--- src/rtl/cdc_handshake_tx.sv ---
// Source-side four-phase req/ack CDC sender; optional handshake watchdog under CDC_TX_TIMEOUT_EN.
// Latency: req_o rises one edge after accept; ack_i is seen SYNC_STAGES edges later, acted on the edge after.
// Backpressure: ready_o low while a handshake is open or a stale ack is still high; valid_i is ignored then.
module cdc_handshake_tx #(
    parameter int DATA_WIDTH     = 32,
    parameter int SYNC_STAGES    = 2,
    parameter int TIMEOUT_CYCLES = 1024
) (
    input  logic                  clk,
    input  logic                  reset,
    input  logic [DATA_WIDTH-1:0] data_i,
    input  logic                  valid_i,
    output logic                  ready_o,
    output logic [DATA_WIDTH-1:0] data_o,
    output logic                  req_o,
    input  logic                  ack_i,
    output logic                  busy_o,
    output logic                  timeout_o
);

    typedef enum logic [1:0] {
        IDLE  = 2'd0,
        REQ   = 2'd1,
        DRAIN = 2'd2
    } state_t;

    state_t                  state_q;
    state_t                  state_d;
    logic                    req_q;
    logic                    req_d;
    logic [DATA_WIDTH-1:0]   data_q;
    logic                    capture;
    logic                    to_hit;
    logic [SYNC_STAGES-1:0]  ack_sync;
    logic                    ack_s;

    // ack_i is asynchronous; only the last flop of this chain is ever looked at.
    always_ff @(posedge clk) begin
        if (reset) begin
            ack_sync <= '0;
        end else begin
            ack_sync <= {ack_sync[SYNC_STAGES-2:0], ack_i};
        end
    end

    assign ack_s = ack_sync[SYNC_STAGES-1];

`ifdef CDC_TX_TIMEOUT_EN
    localparam int CNT_W = $clog2(TIMEOUT_CYCLES + 1);

    logic [CNT_W-1:0] to_cnt;
    logic             timeout_q;

    // Fires on the edge where the count would reach the limit, so the abort lands TIMEOUT_CYCLES edges after accept.
    assign to_hit = (state_q != IDLE) && (to_cnt >= CNT_W'(TIMEOUT_CYCLES - 1));

    always_ff @(posedge clk) begin
        if (reset) begin
            to_cnt    <= '0;
            timeout_q <= 1'b0;
        end else begin
            if (capture) begin
                to_cnt <= '0;
            end else if ((state_q != IDLE) && (to_cnt != CNT_W'(TIMEOUT_CYCLES))) begin
                to_cnt <= to_cnt + 1'b1;
            end
            if (to_hit) begin
                timeout_q <= 1'b1;
            end
        end
    end

    assign timeout_o = timeout_q;
`else
    assign to_hit    = 1'b0;
    assign timeout_o = 1'b0;
`endif

    always_comb begin
        state_d = state_q;
        req_d   = req_q;
        capture = 1'b0;
        ready_o = 1'b0;
        case (state_q)
            IDLE: begin
                ready_o = ~ack_s;
                if (valid_i && !ack_s) begin
                    capture = 1'b1;
                    req_d   = 1'b1;
                    state_d = REQ;
                end
            end
            REQ: begin
                if (ack_s) begin
                    req_d   = 1'b0;
                    state_d = DRAIN;
                end
            end
            DRAIN: begin
                if (!ack_s) begin
                    state_d = IDLE;
                end
            end
            default: begin
                req_d   = 1'b0;
                state_d = IDLE;
            end
        endcase
        if (to_hit) begin
            req_d   = 1'b0;
            state_d = IDLE;
        end
    end

    always_ff @(posedge clk) begin
        if (reset) begin
            state_q <= IDLE;
            req_q   <= 1'b0;
            data_q  <= '0;
        end else begin
            state_q <= state_d;
            req_q   <= req_d;
            if (capture) begin
                data_q <= data_i;
            end
        end
    end

    assign data_o = data_q;
    assign req_o  = req_q;
    assign busy_o = (state_q != IDLE);

endmodule

--- config.mk ---
export PLATFORM = sky130hd
export DESIGN_NAME = cdc_handshake_tx
export DESIGN_NICKNAME = d
export VERILOG_FILES = /design/src/rtl/cdc_handshake_tx.sv
export SDC_FILE = /design/constraint.sdc
export NUM_CORES = 1
export LEC_CHECK = 0
export BUFFER_PORTS_ARGS = -buffer_cell sky130_fd_sc_hd__buf_2
export CORE_ASPECT_RATIO = 0.7
export CORE_MARGIN = 2
export CORE_UTILIZATION = 36
export DETAILED_ROUTE_END_ITERATION = 16
export GPL_TIMING_DRIVEN = 0
export PLACE_DENSITY = 0.67
export SLEW_MARGIN = 15
export SYNTH_ARGS = -nofsm -noshare
export SYNTH_HDL_FRONTEND = slang
export SYNTH_SLANG_ARGS = --single-unit
--- constraint.sdc ---
create_clock -name clk -period 1.1 [get_ports clk]
set_input_delay 0.22 -clock clk [delete_from_list [all_inputs] [get_ports clk]]
set_output_delay 0.22 -clock clk [all_outputs]
set_load 0.02 [all_outputs]
==> reports/metrics.yaml, run 1 <==
worstPathArrival_ns: 1.09
cp_top_family: "simple AND/OR/NAND/NOR gates"
cts_root_buf: "clkbuf_8"
yosysWarnings: 0
post-place-ws_ns: -0.197
mostFrequentLayoutCells: "buf_2, nand2b_1, dfxtp_1"
final-setup-viol-count: 34
final_net_count: 274
cts_inserted_buffers: 5
placed_cell_area_mm2: 0.00207
drc_errors: 0
ant_nets: 0
synth_area_mm2: 0.00166
fin_crit_sh: 1.19
cts.reportedPaths.clkPinSlew_ns: 0.07
syn2layout_area_growth_pct: 33.2
drive_above_1_share: 0.378
hold_buffers: 0
syn_nets: 195
grtUsageMet3: 0.0490
start_util: 0.378
grt_pass1_vias: 1220
grt_use_total: 0.137
die_w_um: 85.1
worstSetupStartpointType: "flop"
port_buffers: 69
die_area_mm2: 0.00517
hp-class: "in2reg"
clk_path_buf_depth: 2
cap_violations: 0
drtPass1Iterations: 4
violations: "negative setup slack"
n_antenna_cell: 0
multi_input_area_um2: 817
endpoint_kind: "output pin"
gr-usage-met2: 0.205
setup_ws_ns: -0.207
top_usage_layer: "met2"
antenna_found_initial: 0
crit_buf_inv: 1
wl_per_cell_um: 11.6
final_common_cell: "buf_2"
post_drt_via_cell_ratio: 4.29
drtIter0Drc: 13
regArea_um2: 749
ios: 72
vdd_drop_max_mv: 0.614
utilization: 0.504
hold_viol: 0
status: "finished with violations"
coreArea_mm2: 0.00438
slew_viol_final: 0
clk_latency_ns: 0.28
fin_hold_ws_ns: 0.152
rsz0062_at_grt: "true"
routed_wl_um: 3390
num-fill-cells: 417
synth_seq_cells: 37
power_density_mw_per_mm2: 1370
gr-total-overflow: 0
avgSynthCellArea_um2: 10.4
place_inst: 283
required_ns: 0.88
final_cell_area_mm2: 0.00221
h-tree-depth: 2
skew_ns: 0.00616
rows: 20
crit_path_cell_trace: "or2_4 > nor2_4 > buf_6"
rrSetupSlack_ns: -0.17
fmax_ghz: 0.765
cts.sinks: 37
final_cells: 293
fin_setup_tns_ns: -4.95
cp_max_fo: 3
yosysUniqueCellTypes: 18
synthCells: 159
die_h_um: 60.8
fin_crit_ns: 1.31
leakagePower_nw: 1.04
grt_max_degree: 11
critPathSlowestCell: "dfxtp_4"
vias: 1257
total_power_mw: 3.02
ys_seq_area_frac: 0.447
grt_pass1_wl_um: 5550
dp.final_hpwl_um: 2530
worst-setup-path-type: "reg2out"
place_congestion: 0.693
critical-path-max-stage-delay_ns: 0.35
cts_tree: "yes"
use_met1: 0.188
[cells in the mapped netlist (all sizes together)]
| cell type | count | area (um2) |
|---|---|---|
| clkbuf | 7 | 26.3 |
| dfxtp | 37 | 741 |
| nand2b | 64 | 400 |
| nor4b | 1 | 15.0 |
| or2 | 1 | 6.26 |
| nor4 | 1 | 6.26 |
| buf | 5 | 78.8 |
| inv | 1 | 3.75 |
| nor2b | 3 | 18.8 |
| conb | 1 | 3.75 |
| nor2 | 2 | 7.51 |
| a22o | 1 | 8.76 |
| mux2i | 32 | 320 |
| xor2 | 1 | 8.76 |
| and3 | 1 | 6.26 |
| o21ai | 1 | 5.00 |
[where the power goes]
group / internal, mW / switching (mW)
Combinational: 0.296 / 0.305
Clock: 0.497 / 0.447
Sequential: 1.43 / 0.0477
Total: 2.22 / 0.799
[area by class of cell]
cell class              instances  share of cell area
multi-input cells             109               0.370
flip-flops and latches         37               0.340
repair buffers                 72               0.171
plain buffers                  12              0.0476
clock buffers                   7              0.0391
well taps                      55              0.0312
inverters                       1             0.00170
[worst paths after layout]
path	startpoint	endpoint	cells past startpoint
setup / recovery	state_q[1]$_SDFFE_PP0P_	ready_o	3
hold / removal	ack_i	ack_sync[0]$_SDFF_PP0_	2
setup reg to reg	ack_sync[1]$_SDFF_PP0_	data_o[6]$_SDFFE_PP0P_	4
hold reg to reg	ack_sync[0]$_SDFF_PP0_	ack_sync[1]$_SDFF_PP0_	1
[what timing repair did]
action | CTS | global route
setup buffers | 3 | 0
setup endpoints to repair | 34 | 34
gates resized for setup | 7 | 2
pin swaps | 1 | 1
cloned | 0 | 0
[per-layer routing]
metal  part of all wire  vias up
met3              0.075        4
met4             0.0059        0
li1                   -      665
met1               0.53      544
met5                  0        -
met2               0.39       44
[flip-flops by register name (all words and copies together), names as in the netlist]
signal	flops
data_o	32
ack_sync	2
state_q	2
req_o	1
[cell families after synthesis]
logic type      count (synthesis)  share of synthesized area
simple gates                   73                      0.278
flops                          37                      0.447
mux                            32                      0.193
buf+inv                        13                     0.0657
compound gates                  2                    0.00831
xor+xnor                        1                    0.00529
other cells                     1                    0.00226
(Power assumes the default switching activity.)
==> run 2: changes to the inputs <==
BUFFER_PORTS_ARGS = unset   (was -buffer_cell sky130_fd_sc_hd__buf_2)
DONT_BUFFER_PORTS = 1   (was unset)
PLACE_DENSITY = 0.53   (was 0.67)
==> reports/metrics.yaml, run 2 (synthesis results as in run 1) <==
endpoint_kind: "output pin"
cap_violations: 0
final_cells: 223
port_buffers: 0
drive_above_1_share: 0.125
hold_viol: 0
drtIter0Drc: 24
worstSetupStartpointType: "flop"
final_net_count: 204
placed_cell_area_mm2: 0.00173
antenna_found_initial: 0
cts.reportedPaths.clkPinSlew_ns: 0.07
routed_wl_um: 3320
violations: "negative setup slack"
worstPathArrival_ns: 1.07
setup_ws_ns: -0.194
gr-total-overflow: 0
cts_inserted_buffers: 5
regArea_um2: 747
grt_use_total: 0.136
h-tree-depth: 2
multi_input_area_um2: 821
final_common_cell: "nand2b_1"
rows: 20
slew_viol_final: 0
num-fill-cells: 430
critical-path-max-stage-delay_ns: 0.35
dp.final_hpwl_um: 2450
mostFrequentLayoutCells: "nand2b_1, dfxtp_1, mux2i_1"
crit_path_cell_trace: "or2_4 > nor2_4"
die_w_um: 85.1
cts.sinks: 37
fin_crit_ns: 1.29
post_drt_via_cell_ratio: 4.76
wl_per_cell_um: 14.9
drtPass1Iterations: 4
rsz0062_at_grt: "true"
crit_buf_inv: 0
grt_pass1_wl_um: 5310
clk_path_buf_depth: 2
die_area_mm2: 0.00517
final_cell_area_mm2: 0.00185
grt_max_degree: 11
hold_path_depth: 1
hp-class: "in2reg"
ios: 72
fin_crit_sh: 1.18
leakagePower_nw: 0.716
status: "finished with violations"
n_antenna_cell: 0
r2r_cells: 4
path_depth: 2
worst-setup-path-type: "reg2out"
drc_errors: 0
cts_root_buf: "clkbuf_8"
start_util: 0.378
critPathSlowestCell: "dfxtp_4"
place_inst: 214
cp_max_fo: 3
coreArea_mm2: 0.00438
syn2layout_area_growth_pct: 11.5
clk_latency_ns: 0.28
ant_nets: 0
final-setup-viol-count: 34
power_density_mw_per_mm2: 1560
hold_buffers: 0
vdd_drop_max_mv: 0.758
place_congestion: 0.715
vias: 1061
grt_pass1_vias: 1052
cts_tree: "yes"
required_ns: 0.88
largest_register_ffs: 32
fmax_ghz: 0.773
cp_top_family: "simple AND/OR/NAND/NOR gates"
die_h_um: 60.8
skew_ns: 0.00330
## run 2: worst reg2reg max path, stage by stage (launching register included)
cell and delay [ns]:
dfxtp_2 0.35, nor4b_2 0.31, buf_6 0.18, buf_12 0.15, mux2i_2 0.20
## run 2: final cells by class
cell class                 instances  area share
buffer                            12      0.0569
timing repair buffer               2     0.00813
multi-input combinational        109       0.444
clock buffer                       7      0.0467
inverter                           1     0.00203
tap                               55      0.0373
sequential                        37       0.404
## run 2: per-stage QoR
step / setup TNS [ns] / power (mW) / util / hold WS, ns / setup slack, ns
finish: -4.52 / 2.88 / 0.422 / 0.0776 / -0.194
global placement: -3.36 / 1.95 / 0.395 / 0.355 / -0.117
detailed placement: -3.96 / 1.96 / 0.395 / 0.373 / -0.183
floorplan: -1.50 / 1.90 / - / 0.348 / -0.0498
CTS: -5.02 / 2.93 / 0.421 / 0.0734 / -0.211
global route: -6.61 / 3.03 / 0.422 / 0.0761 / -0.237
## run 2: routing by layer
metal  wire length [um]  global-route usage
met1               1450               0.164
met2               1550               0.215
met3                278              0.0558
met5                  0                   0
met4                 45              0.0680
## run 2: repair_timing
item | 4_1_cts | 5_1_grt
setup buffers | 2 | 0
endpoints found under the setup margin | 33 | 34
resized for setup | 5 | 1
## run 2: path summary, 6_finish.rpt
path	start	endpoint	slack [ns]
worst max-delay path	state_q[1]$_SDFFE_PP0P_	ready_o	-0.19
worst max register to register	ack_sync[1]$_SDFF_PP0_	data_o[16]$_SDFFE_PP0P_	-0.16
worst min-delay path	ack_i	ack_sync[0]$_SDFF_PP0_	0.08
worst min register to register	ack_sync[0]$_SDFF_PP0_	ack_sync[1]$_SDFF_PP0_	0.44
## run 2: where the power goes
group	total [mW]	internal (mW)	switching (mW)	leakage, nW
sequential	1.60	1.43	0.167	0.305
combinational	0.341	0.188	0.153	0.366
clock	0.947	0.497	0.449	0.0443
total	2.88	2.12	0.769	0.716
